[src/rtl/timekeeper.sv]
// timekeeper: seconds/minutes/hours time-of-day counter with a display-focus
// state machine. sec/min/hrs feed the display mux data inputs, sel drives its
// select, so the mux always shows the field currently in focus. Mode moves
// focus, Inc hand-sets the focused field, Timer advances time unless Hold.
module timekeeper #(
    parameter int unsigned WIDTH = 8
) (
    input  logic             Clk,
    input  logic             Reset,
    input  logic             Timer,
    input  logic             Hold,
    input  logic             Mode,
    input  logic             Inc,
    output logic [WIDTH-1:0] sec,
    output logic [WIDTH-1:0] min,
    output logic [WIDTH-1:0] hrs,
    output logic [1:0]       sel,
    output logic             day_pulse
);

    typedef enum logic [1:0] {
        FOC_SEC = 2'b00,
        FOC_MIN = 2'b01,
        FOC_HRS = 2'b10
    } focus_t;

    localparam logic [WIDTH-1:0] SEC_LAST = WIDTH'(59);
    localparam logic [WIDTH-1:0] MIN_LAST = WIDTH'(59);
    localparam logic [WIDTH-1:0] HRS_LAST = WIDTH'(23);
    localparam logic [WIDTH-1:0] ONE      = WIDTH'(1);

    focus_t           focus;
    focus_t           focus_nxt;
    logic             mode_q;
    logic             inc_q;
    logic             mode_edge;
    logic             inc_edge;
    logic             tick;
    logic             sec_wrap;
    logic             min_wrap;
    logic             hrs_wrap;
    logic [WIDTH-1:0] sec_inc;
    logic [WIDTH-1:0] min_inc;
    logic [WIDTH-1:0] hrs_inc;

    // Button rising edges and the qualified time-advance tick (Inc wins over a tick)
    always_comb begin
        mode_edge = Mode & ~mode_q;
        inc_edge  = Inc & ~inc_q;
        tick      = Timer & ~Hold & ~inc_edge;
    end

    // Per-field modulo increments shared by tick counting and hand set
    always_comb begin
        sec_wrap = (sec == SEC_LAST);
        min_wrap = (min == MIN_LAST);
        hrs_wrap = (hrs == HRS_LAST);
        sec_inc  = sec_wrap ? '0 : sec + ONE;
        min_inc  = min_wrap ? '0 : min + ONE;
        hrs_inc  = hrs_wrap ? '0 : hrs + ONE;
    end

    // Focus next-state: Mode edge rotates SEC->MIN->HRS->SEC, illegal code recovers to SEC
    always_comb begin
        focus_nxt = FOC_SEC;
        case (focus)
            FOC_SEC: focus_nxt = mode_edge ? FOC_MIN : FOC_SEC;
            FOC_MIN: focus_nxt = mode_edge ? FOC_HRS : FOC_MIN;
            FOC_HRS: focus_nxt = mode_edge ? FOC_SEC : FOC_HRS;
            default: focus_nxt = FOC_SEC;
        endcase
    end

    // Registered state: button history, focus, time fields and day pulse
    always_ff @(posedge Clk) begin
        if (Reset) begin
            mode_q    <= 1'b1;
            inc_q     <= 1'b1;
            focus     <= FOC_SEC;
            sel       <= 2'b00;
            sec       <= '0;
            min       <= '0;
            hrs       <= '0;
            day_pulse <= 1'b0;
        end else begin
            mode_q    <= Mode;
            inc_q     <= Inc;
            focus     <= focus_nxt;
            sel       <= focus_nxt;
            day_pulse <= 1'b0;
            // Hand set acts on the focus held before any simultaneous Mode edge
            if (inc_edge) begin
                case (focus)
                    FOC_SEC: sec <= sec_inc;
                    FOC_MIN: min <= min_inc;
                    FOC_HRS: hrs <= hrs_inc;
                    default: ;
                endcase
            end else if (tick) begin
                sec <= sec_inc;
                if (sec_wrap) begin
                    min <= min_inc;
                    if (min_wrap) begin
                        hrs <= hrs_inc;
                        if (hrs_wrap) begin
                            day_pulse <= 1'b1;
                        end
                    end
                end
            end
        end
    end

endmodule

[config.mk]
export PLATFORM = sky130hd
export DESIGN_NAME = timekeeper
export DESIGN_NICKNAME = d
export VERILOG_FILES = /design/src/rtl/timekeeper.sv
export SDC_FILE = /design/constraint.sdc
export NUM_CORES = 1
export LEC_CHECK = 0
export CORE_MARGIN = 1.5
export CORE_UTILIZATION = 59
export CTS_CLUSTER_DIAMETER = 60
export CTS_CLUSTER_SIZE = 24
export DETAILED_ROUTE_END_ITERATION = 16
export DONT_BUFFER_PORTS = 1
export GPL_TIMING_DRIVEN = 0
export PLACE_DENSITY = 0.81
export SYNTH_ARGS = -nofsm -noshare
export SYNTH_HDL_FRONTEND = slang
export SYNTH_SLANG_ARGS = --single-unit
export TNS_END_PERCENT = 30
[constraint.sdc]
create_clock -name Clk -period 3.2 [get_ports Clk]
set_input_delay 0.48 -clock Clk [delete_from_list [all_inputs] [get_ports Clk]]
set_output_delay 0.48 -clock Clk [all_outputs]
set_load 0.005 [all_outputs]
# Yosys cells after proc, flatten, opt, wreduce, memory -nomap -nowiden
# Cells that the tools add are included.
[word_totals] register_bits=29 input_bits=6 out_inout_bits=27 elab_cells=57
[classes] n_addsub=3 eq_ne=8 mux=20 bitwise_logic=11 n_reduce_logical=8
[ops] cell="$mux 8" n=15
[ops] cell="$add 8x1->8 const B" n=3
[ops] cell="$eq 8x6->1 const B" n=2
[ops] cell="$eq 8x5->1 const B" n=1
[ops] cell="$not 1->1" n=7
[ops] cell="$ne 2x1->1 const B" n=3
[ops] cell="$pmux 2 s3" n=1
[ops] cell="$reduce_bool 2->1" n=3
[ops] cell="$reduce_or 5->1" n=1
[ops] cell="$and 1x1->1" n=4
[ops] cell="$mux 2" n=2
[ops] cell="$reduce_and 4->1" n=1
[ops] cell="$reduce_and 3->1" n=1
[ops] cell="$eq 2x1->1 const B" n=1
[ops] cell="$eq 2x2->1 const B" n=1
[ops] cell="$logic_not 2->1" n=1
[ops] cell="$mux 1" n=2
[ops] cell="$reduce_and 2->1" n=1

# Depth between registers and ports, before layout
[logic_depth] word_depth=6 ltp_mapped=6

# Least setup slack after synthesis
# OpenSTA, ideal clock, no wires.
[synth_path] kind="register to register" start="register min[0]" end="register hrs[7]" setup_time_ns=0.121 arrival_time_ns=1.619 t_required_ns=3.079 path_slack_ns=1.460 path_stages_with_launch=6 path_cell_list="dfxtp_1 ha_1 and4bb_2 nand2_2 o41ai_2 mux2_2"
[synth_via] elab_chain_len=3
[synth_lines] element="from (decl)" line_no="15" rtl="output logic [WIDTH-1:0] min,"
[synth_lines] element="from (signal assigned)" line_no="95" rtl="FOC_MIN: min <= min_inc;"
[synth_lines] element="from (signal assigned)" line_no="102" rtl="min <= min_inc;"
[synth_lines] element="$eq 8x6->1" line_no="56" rtl="min_wrap = (min == MIN_LAST);"
[synth_lines] element="$reduce_bool 2->1 (no source line)"
[synth_lines] element="$reduce_and 4->1 (no source line)"
[synth_lines] element="to (signal assigned)" line_no="96" rtl="FOC_HRS: hrs <= hrs_inc;"
[synth_lines] element="to (signal assigned)" line_no="104" rtl="hrs <= hrs_inc;"
[synth_lines] element="to (decl)" line_no="16" rtl="output logic [WIDTH-1:0] hrs,"
# No other way between the ends.
# A chain may end at the register's enable or synchronous reset.

# Final worst setup path
# Same ends and word-level chain as after synthesis.

==> flow_summary_export.csv <==
group,metric,value,unit
status,status,"complete, no violations",
synth,ys_types,59,
sta,skew,0.00729,ns
synth,yosysWarnings,0,
synth,yosysSeqAreaShare,35.3,%
clocking,cts_tree,"done",
worst_setup_path,endpoint_kind,"flip-flop",
power_and_ir_drop,power.density,356,nW/um^2
clocking,cts_buffers,5,
synth,synthArstFlopShare,0,%
synth,synth_edf_count,0,
global_routing,track_usage,25.9,%
routing,wl_per_cell,16.7,um
routing,drc,0,
place,portBuffers,0,
final_layout,drive_above_1_share,15.3,%
global_routing,antenna_found_initial,0,
clocking,cts_resized,0,
place,hpwl,2680,um
floorplan,rows,18,
routing,ant_nets,0,
sta,post-route-period-util,61.2,%
worst_setup_path,crit_fanout,9,
synth,yosys.area_share.simple,32.5,%
synth,synth_mux_area_share,5.78,%
worst_setup_path,r2r_cells,5,
synth,syn_inst,181,
synth,synth_xor_area_share,1.07,%
place,dp_cells,211,
synth,synthAdderAreaFrac,2.28,%
clocking,root_buffer,"clkbuf_4",
floorplan,dieArea,3110,sq um
global_routing,grt_max_degree,11,
final_layout,nNetsFinal,197,
synth,synth_top_family_by_area,"simple AND/OR/NAND/NOR gates",
worst_setup_path,critical_path_class,"reg -> reg",
routing,drt_iter0_drc,53,
run,cap_violations,0,
floorplan,die_w,55.8,um
sta,hold_viol,0,
clocking,cts_hold_buffers,0,
final_layout,design_area,1730,sq um
clocking,cts_max_path_buffers,2,
clocking,postCtsSetupBuffers,0,
place,globalplace.congestion,0.847,
hold_path,worstHoldPathCells,1,
worst_setup_path,critPathRequiredTime,3.43,ns
place,post_dp_cell_area,1680,sq um
routing,wl,3660,um
clocking,clk_latency,0.33,ns
synth,synth_nets,190,
synth,ys_seq_elements,29,
sta,timing.final.setup_violations,0,
clocking,htree_levels,2,
final_layout,antenna_cells_inserted,0,
sta,setup_tns,0,ns
sta,hold_ws,0.246,ns
sta,min_period,1.96,ns
routing,via_per_inst,6.52,
worst_setup_path,start_kind,"flip-flop",
floorplan,die_y,55.8,um
global_routing,first_global_vias,1446,
sta,slew_viol_final,0,
floorplan,initial_core_util,64.0,%
clocking,clkTransAtPathRegs,0.09,ns
final_layout,area_growth,5.40,%
power_and_ir_drop,peakVddDrop,0.304,mV
routing,vias,1428,
sta,fmax,511,MHz
final_layout,layout.cells.non_filler,219,
worst_setup_path,arrival,2.18,ns
global_routing,grt-ovfl-total,0,
sta,slew_headroom,67.5,%
synth,synth-main-ff-cell,"dfxtp_1",
synth,syn_area_per_cell,9.08,sq um
sta,worst-slew-pin-transition,0.485,ns
hold_path,min_path_type,"in -> reg",
clocking,clock_sinks,29,
power_and_ir_drop,p_leak,0.617,nW
synth,synth_area,1640,sq um
global_routing,grt_pass1_wl,6440,um
synth,synth_compound_area_share,19.3,%
floorplan,design.core.area,2570,sq um
routing,first_pass_iters,4,
sta,grt_setup_unrepaired,"false",
floorplan,ioPinCount,33,
placed cells by master (no fill, tap or decap), types with 3 or more instances in the layout:
cell	count
and3_1	3
nand2_1	9
nor2_1	8
mux2i_1	5
or4_1	4
o31ai_1	5
nand3_1	11
nand4_1	7
clkbuf_4	5
inv_1	8
dfxtp_1	29
a21oi_1	11
a221oi_1	3
nor2b_1	6
o21ai_0	4
mux2_2	4
ha_1	3
nor3b_1	4
or3_1	5
and2_1	3
critical path, cell delays in order, from the launching register on:
cell and delay [ns]:
dfxtp_1 0.42, ha_1 0.24, and4bb_2 0.29, nand2_2 0.16, o41ai_2 0.37, mux2_2 0.37
final cells by class:
type | instances | area [sq um]
Buffer | 5 | 28.8
Clock buffer | 6 | 41.3
Clock inverter | 2 | 10.0
Fill cell | 237 | 835
Inverter | 9 | 33.8
Multi-Input combinational cell | 138 | 1000
Sequential cell | 29 | 581
Tap cell | 30 | 37.5
synth_stat cells (2+ instances only):
| master | instances | area (sq um) |
|---|---|---|
| or2_2 | 2 | 12.5 |
| mux2i_1 | 5 | 50.1 |
| dfxtp_1 | 29 | 581 |
| a211o_1 | 2 | 17.5 |
| nand2b_1 | 2 | 12.5 |
| a211oi_1 | 2 | 15.0 |
| nor3_1 | 2 | 10.0 |
| nand3_1 | 11 | 55.1 |
| nand2_1 | 9 | 33.8 |
| and2_1 | 3 | 18.8 |
| inv_1 | 8 | 30.0 |
| a221oi_1 | 3 | 26.3 |
| and3_1 | 3 | 18.8 |
| ha_1 | 3 | 37.5 |
| o21ai_0 | 4 | 20.0 |
| nor2_1 | 8 | 30.0 |
| a21oi_1 | 11 | 55.1 |
| and3b_1 | 2 | 17.5 |
| or4_1 | 4 | 30.0 |
| nand4_1 | 7 | 43.8 |
| o21a_1 | 2 | 15.0 |
| mux2_2 | 4 | 45.0 |
| nor3b_1 | 4 | 30.0 |
| a221oi_2 | 2 | 30.0 |
| o31ai_1 | 5 | 37.5 |
| or3_1 | 5 | 31.3 |
| nor2b_1 | 6 | 37.5 |
| o211ai_1 | 2 | 15.0 |
power breakdown:
group          internal, W  leakage (nW)  switching (W)
sequential        0.000366         0.235     0.00000729
clock            0.0000834        0.0320       0.000128
combinational    0.0000115         0.350      0.0000200
total             0.000461         0.617       0.000156
worst paths after layout:
check	from	endpoint	slack [ns]
worst max register to register	min[0]	hrs[7]	1.24
worst min register to register	min[1]	min[1]	0.52
worst max-delay path	min[0]	hrs[7]	1.24
worst min-delay path	Mode	mode_q	0.25
state kept, by name, summed over array words and instances (netlist names):
register / count
focus: 2
min: 8
sec: 8
day_pulse: 1
inc_q: 1
hrs: 8
mode_q: 1
logic make-up (layout without fill, tap and decap cells):
kind of cell / count (synthesis) / in the layout
compound gates: 42 / 42
xor+xnor: 2 / 2
fa+ha+maj: 3 / 3
buf+inv: 14 / 22
flops: 29 / 29
mux: 9 / 9
simple gates: 82 / 82
through the flow:
stage | setup slack (ns) | utilization, % | total power, W
final | 1.24 | 67.5 | 0.000616
after global routing | 1.13 | 67.5 | 0.000639
after CTS | 1.23 | 67.5 | 0.000619
after detailed placement | 1.24 | 65.5 | 0.000413
after global placement | 1.28 | 65.5 | 0.000411
after floorplan | 1.46 | - | 0.000405
per-layer routing:
layer / GRT usage (%) / wire [um]
met5: 0 / 0
met1: 30.4 / 1540
met4: 12.5 / 77
met2: 43.0 / 1760
met3: 7.67 / 280
Note: power is estimated with default switching activity, not from simulation.
